### src/rtl/mul4_sched.sv
// mul4_sched: two-requester 4x4 unsigned multiplier with round-robin arbitration.
// Each granted product is built from four 2x2 partial products, one per clock
// in MUL, followed by a single-cycle DONE that presents the result and the ack.
module mul4_sched (
  input  logic       clk,
  input  logic       rst,
  input  logic       req0,
  input  logic [3:0] a0,
  input  logic [3:0] b0,
  input  logic       req1,
  input  logic [3:0] a1,
  input  logic [3:0] b1,
  output logic       ack0,
  output logic       ack1,
  output logic [7:0] p,
  output logic       p_id,
  output logic       valid,
  output logic       busy
);

  typedef enum logic [1:0] {
    IDLE = 2'd0,
    MUL  = 2'd1,
    DONE = 2'd2
  } state_t;

  state_t     state_q, state_d;
  logic [1:0] k_q, k_d;
  logic [3:0] a_q, a_d;
  logic [3:0] b_q, b_d;
  logic [7:0] acc_q, acc_d;
  logic [7:0] p_q, p_d;
  logic       p_id_q, p_id_d;
  logic       id_q, id_d;
  logic       last_id_q, last_id_d;

  logic       gnt;
  logic [1:0] a_sl;
  logic [1:0] b_sl;
  logic [3:0] pp;
  logic [2:0] sh;
  logic [7:0] term;
  logic [7:0] sum;

  // Partial product for the current step: i=k[1] picks the A pair, j=k[0] the B pair.
  always_comb begin
    a_sl = k_q[1] ? a_q[3:2] : a_q[1:0];
    b_sl = k_q[0] ? b_q[3:2] : b_q[1:0];
    pp   = {2'b00, a_sl} * {2'b00, b_sl};
    sh   = {1'b0, k_q[1], 1'b0} + {1'b0, k_q[0], 1'b0};
    term = {4'b0000, pp} << sh;
    sum  = acc_q + term;
  end

  // Next-state logic: arbitration in IDLE, accumulation in MUL, one-cycle DONE.
  always_comb begin
    state_d   = state_q;
    k_d       = k_q;
    a_d       = a_q;
    b_d       = b_q;
    acc_d     = acc_q;
    p_d       = p_q;
    p_id_d    = p_id_q;
    id_d      = id_q;
    last_id_d = last_id_q;
    gnt       = 1'b0;
    case (state_q)
      IDLE: begin
        if (req0 || req1) begin
          // Both pending: the one not served last wins; otherwise the lone requester.
          gnt       = (req0 && req1) ? ~last_id_q : req1;
          id_d      = gnt;
          last_id_d = gnt;
          a_d       = gnt ? a1 : a0;
          b_d       = gnt ? b1 : b0;
          acc_d     = '0;
          k_d       = '0;
          state_d   = MUL;
        end
      end
      MUL: begin
        acc_d = sum;
        k_d   = k_q + 2'd1;
        if (k_q == 2'd3) begin
          p_d     = sum;
          p_id_d  = id_q;
          state_d = DONE;
        end
      end
      DONE: begin
        state_d = IDLE;
      end
      default: begin
        state_d = IDLE;
      end
    endcase
  end

  // State registers; last_id resets to 1 so requester 0 wins the first tie.
  always_ff @(posedge clk or posedge rst) begin
    if (rst) begin
      state_q   <= IDLE;
      k_q       <= '0;
      a_q       <= '0;
      b_q       <= '0;
      acc_q     <= '0;
      p_q       <= '0;
      p_id_q    <= 1'b0;
      id_q      <= 1'b0;
      last_id_q <= 1'b1;
    end else begin
      state_q   <= state_d;
      k_q       <= k_d;
      a_q       <= a_d;
      b_q       <= b_d;
      acc_q     <= acc_d;
      p_q       <= p_d;
      p_id_q    <= p_id_d;
      id_q      <= id_d;
      last_id_q <= last_id_d;
    end
  end

  assign valid = (state_q == DONE);
  assign ack0  = valid & ~p_id_q;
  assign ack1  = valid & p_id_q;
  assign busy  = (state_q != IDLE);
  assign p     = p_q;
  assign p_id  = p_id_q;

endmodule

### config.mk
export PLATFORM = sky130hd
export DESIGN_NAME = mul4_sched
export DESIGN_NICKNAME = d
export VERILOG_FILES = /design/src/rtl/mul4_sched.sv
export SDC_FILE = /design/constraint.sdc
export NUM_CORES = 1
export LEC_CHECK = 0
export BUFFER_PORTS_ARGS = -buffer_cell sky130_fd_sc_hd__buf_2
export CAP_MARGIN = 0
export CORE_ASPECT_RATIO = 0.8
export CORE_UTILIZATION = 30
export CTS_BUF_LIST = sky130_fd_sc_hd__clkbuf_4 sky130_fd_sc_hd__clkbuf_8
export CTS_CLUSTER_SIZE = 30
export DETAILED_ROUTE_END_ITERATION = 10
export GPL_TIMING_DRIVEN = 0
export PLACE_DENSITY = 0.55
export SYNTH_ARGS = -nofsm -noshare
export SYNTH_HDL_FRONTEND = slang
export SYNTH_SLANG_ARGS = --single-unit
export TNS_END_PERCENT = 5
### constraint.sdc
create_clock -name clk -period 6.3 [get_ports clk]
set_input_delay 0.315 -clock clk [delete_from_list [all_inputs] [get_ports clk]]
set_output_delay 0.315 -clock clk [all_outputs]
set_load 0.02 [all_outputs]
==> impl_results.md <==
* PostCTS Resize Cnt at 0
* Die area at 6236 µm²
* Leading area contributor after synthesis: dfrtp_1
* GP Congestion at 0.7336
* Vias in the first global route at 1335
* Hold_buf cts at 0
* Pwr Density at 503.5 nW/µm²
* CP max stage delay at around 0.46 ns
* Setup_tns at 0 ns
* Final setup viols at 0
* Outcome: finished clean
* Critical path data arrival time at 3.33 ns
* Hold Vio Cnt, Final at 0
* Row cnt at 24
* Vias at 1326
* Mean Syn Cell Area at 9.981 µm²
* Synth warnings at 0
* Max Cap Viol at 0
* Crit path max fanout at 5
* Post-DP HPWL at 2659 µm
* Syn Inst Count at 178
* CTS tree: yes
* Max VDD drop at 0.1468 mV
* Clk slew on worst S/H paths at ~0.070 ns
* Final Cycle Share at 0.5016
* Routed Antenna Nets at 0
* IO Port Bufs at 32
* Register Area at 777.0 µm²
* Total grt overflow at 0
* Final Core Density at 0.3878
* Worst rel slew slack at 0.5424
* Worst-Skew Late Latency at around 0.28 ns
* CTS Buffer Depth at 2
* Net count after synthesis at 209
* Boundary Pins at 33
* Nets at 249
* Mapped cell area at between 1500 and 2000 µm²
* Antenna violations before repair at 0
* Hold_ws at around 0.044 ns
* Drt first pass iters at 4
* Synth top area cells: dfrtp_1 (42%), mux2i_1 (8.5%), ha_1 (7.0%)
* Antenna Cells at 0
* Initial Util at 0.3181
* Total GRT Usage at 0.1346
* WL final at 3565 µm
* Reg2Reg Setup Slack at 3.14 ns
* Fmax at 0.3164 GHz
* Slowest CP cell: dfrtp_1
* Hold crit path type: primary input to async pin
* Number of synthesized register bits at 31
* Yosys top cell area share at 0.4225
* Post-synth cell types at 37
* Sequential element share of the synthesized area at 0.4373
* DRC viols at 0
* CP startpoint kind: register
* CTS root buffer: clkbuf_8
* CTS Sinks at 31
* First-pass GRT wire length at 6272 µm
* Largest net degree at the start of global routing at 32
* Critical Path End Type: register
* CP required at 6.47 ns
* Area delta synth->final at 21.90%
* Worst slew pin tran at roughly 0.68 ns
* Pre-CTS WS at 3.117 ns
* CTS buffer count at 5
* Die Span Y at 70.83 µm
* Avg WL per Cell at 12.00 µm
* Die width at 88.04 µm
* Post-Route Skew at 0.003303 ns
* Core footprint at 5585 µm²
* Postcts setup bufs at 0
* Worst-path cell chain: mux2i_1, nor2_1, ha_1, ha_1, mux2i_1, nor2_1, ha_1, nor2_1, o31ai_2, a31oi_4, xnor3_1, mux2_4
* Pins Over Slew Limit at 0
* Filler instances at a little under 600
* Multi-input gate area at 952.2 µm²
* Buffers & Inverters on Critical Path at 0
* Unrepaired setup endpoints after global routing: false
* Vias per std cell at about 4.5
* Share of layout cells above drive strength 1 at 0.2511
* Time the worst path needs with I/O delays and setup at 3.160 ns
* Initial DRC Count at 60
* H-Tree Depth at 2
* Worst setup path class: register to register
* P_leak at 1.071 nW
* CP top delay family: adder cells
* Setup ws final at 3.140 ns
-- report_power, final --
group	switching (mW)	internal [mW]	leakage (nW)	total, mW
clock	0.0753	0.104	0.0549	0.179
combinational	0.338	0.232	0.623	0.570
sequential	0.0534	0.288	0.393	0.342
total	0.467	0.624	1.07	1.09
-- routing by layer --
| metal | global-route usage | vias to the layer above | routed length (µm) |
|---|---|---|---|
| met5 | 0 | - | 0 |
| met4 | 0.05376 | 0 | 48 |
| met3 | 0.03501 | 5 | 127 |
| met2 | 0.1929 | 27 | 1420 |
| met1 | 0.1926 | 603 | 1969 |
| li1 | - | 691 | - |
-- worst paths after layout --
kind                                         endpoint                  start  depth (start not counted)
worst max-delay path                 p[7]$_DFFE_PP0P_     k_q[0]$_DFFE_PP0P_                         12
max in group asynchronous       last_id_q$_DFFE_PP1P_                    rst                          3
worst min-delay path               k_q[0]$_DFFE_PP0P_                    rst                          2
worst min register to register  last_id_q$_DFFE_PP1P_  last_id_q$_DFFE_PP1P_                          2
worst max register to register       p[7]$_DFFE_PP0P_     k_q[0]$_DFFE_PP0P_                         12
min in group clk                   b_q[3]$_DFFE_PP0P_                  b0[3]                          3
-- state kept, by name, summed over array words and instances (netlist names) --
name,cells
a_q,4
acc_q,8
b_q,4
id_q,1
k_q,2
last_id_q,1
p,8
p_id,1
state_q,2
-- placed cells by master, fill, tap and decap left out, drive strengths merged, types with 2 or more instances in the layout --
cell,netlist,layout
xnor2,3,3
nand2,27,27
a22o,2,2
or2,2,2
xor2,3,3
nor2,12,12
buf,4,37
nand3,7,7
mux2,4,4
dfrtp,30,30
a21o,2,2
clkbuf,5,13
nor2b,8,8
mux2i,15,15
nand2b,3,3
ha,10,10
o21ai,24,24
a21oi,4,4
-- kinds of logic after synthesis --
kind of cell | count (synthesis) | synth area share
AO/OA/AOI/OAI | 37 | 0.1380
adder cells (fa/ha/maj) | 11 | 0.08169
AND/OR/NAND/NOR | 62 | 0.1620
multiplexers | 19 | 0.1120
XOR/XNOR | 7 | 0.04226
flip-flops | 31 | 0.4373
buffers and inverters | 11 | 0.02676
-- worst reg2reg max path, stage by stage (launching register included) --
cell and delay, ns:
dfrtp_1 0.46, mux2i_1 0.31, nor2_1 0.09, ha_1 0.19, ha_1 0.29, mux2i_1 0.23
nor2_1 0.07, ha_1 0.35, nor2_1 0.07, o31ai_2 0.37, a31oi_4 0.15, xnor3_1 0.20
mux2_4 0.26
-- cell type report --
type,instances,area share
tap,78,0.04506
sequential,31,0.3588
multi-input combinational,136,0.4396
inverter,2,0.003466
clock buffer,8,0.04795
buffer,9,0.01849
timing repair buffer,33,0.08666
-- stage by stage --
stage	power (mW)	area, µm²	cells
floorplan	0.7729	1777	178
global placement	0.9057	2034	288
detailed placement	0.9178	2034	288
CTS	1.103	2138	296
global route	1.192	2166	297
finish	1.091	2166	297
-- cells in the mapped netlist, drive strengths merged --
cell type	count
a31oi	1
o211ai	1
nand2	27
or2	2
o21ai	24
a22o	2
a21o	2
dfrtp	30
dfstp	1
and2	1
xnor2	3
nor2b	8
o31ai	1
mux2	4
nor4	1
nor2	12
nor3b	1
xor2	3
nand2b	3
clkbuf	5
a21boi	1
mux2i	15
a211oi	1
ha	10
a21oi	4
inv	2
fa	1
xnor3	1
buf	4
nand3	7
(Power assumes the default switching activity.)
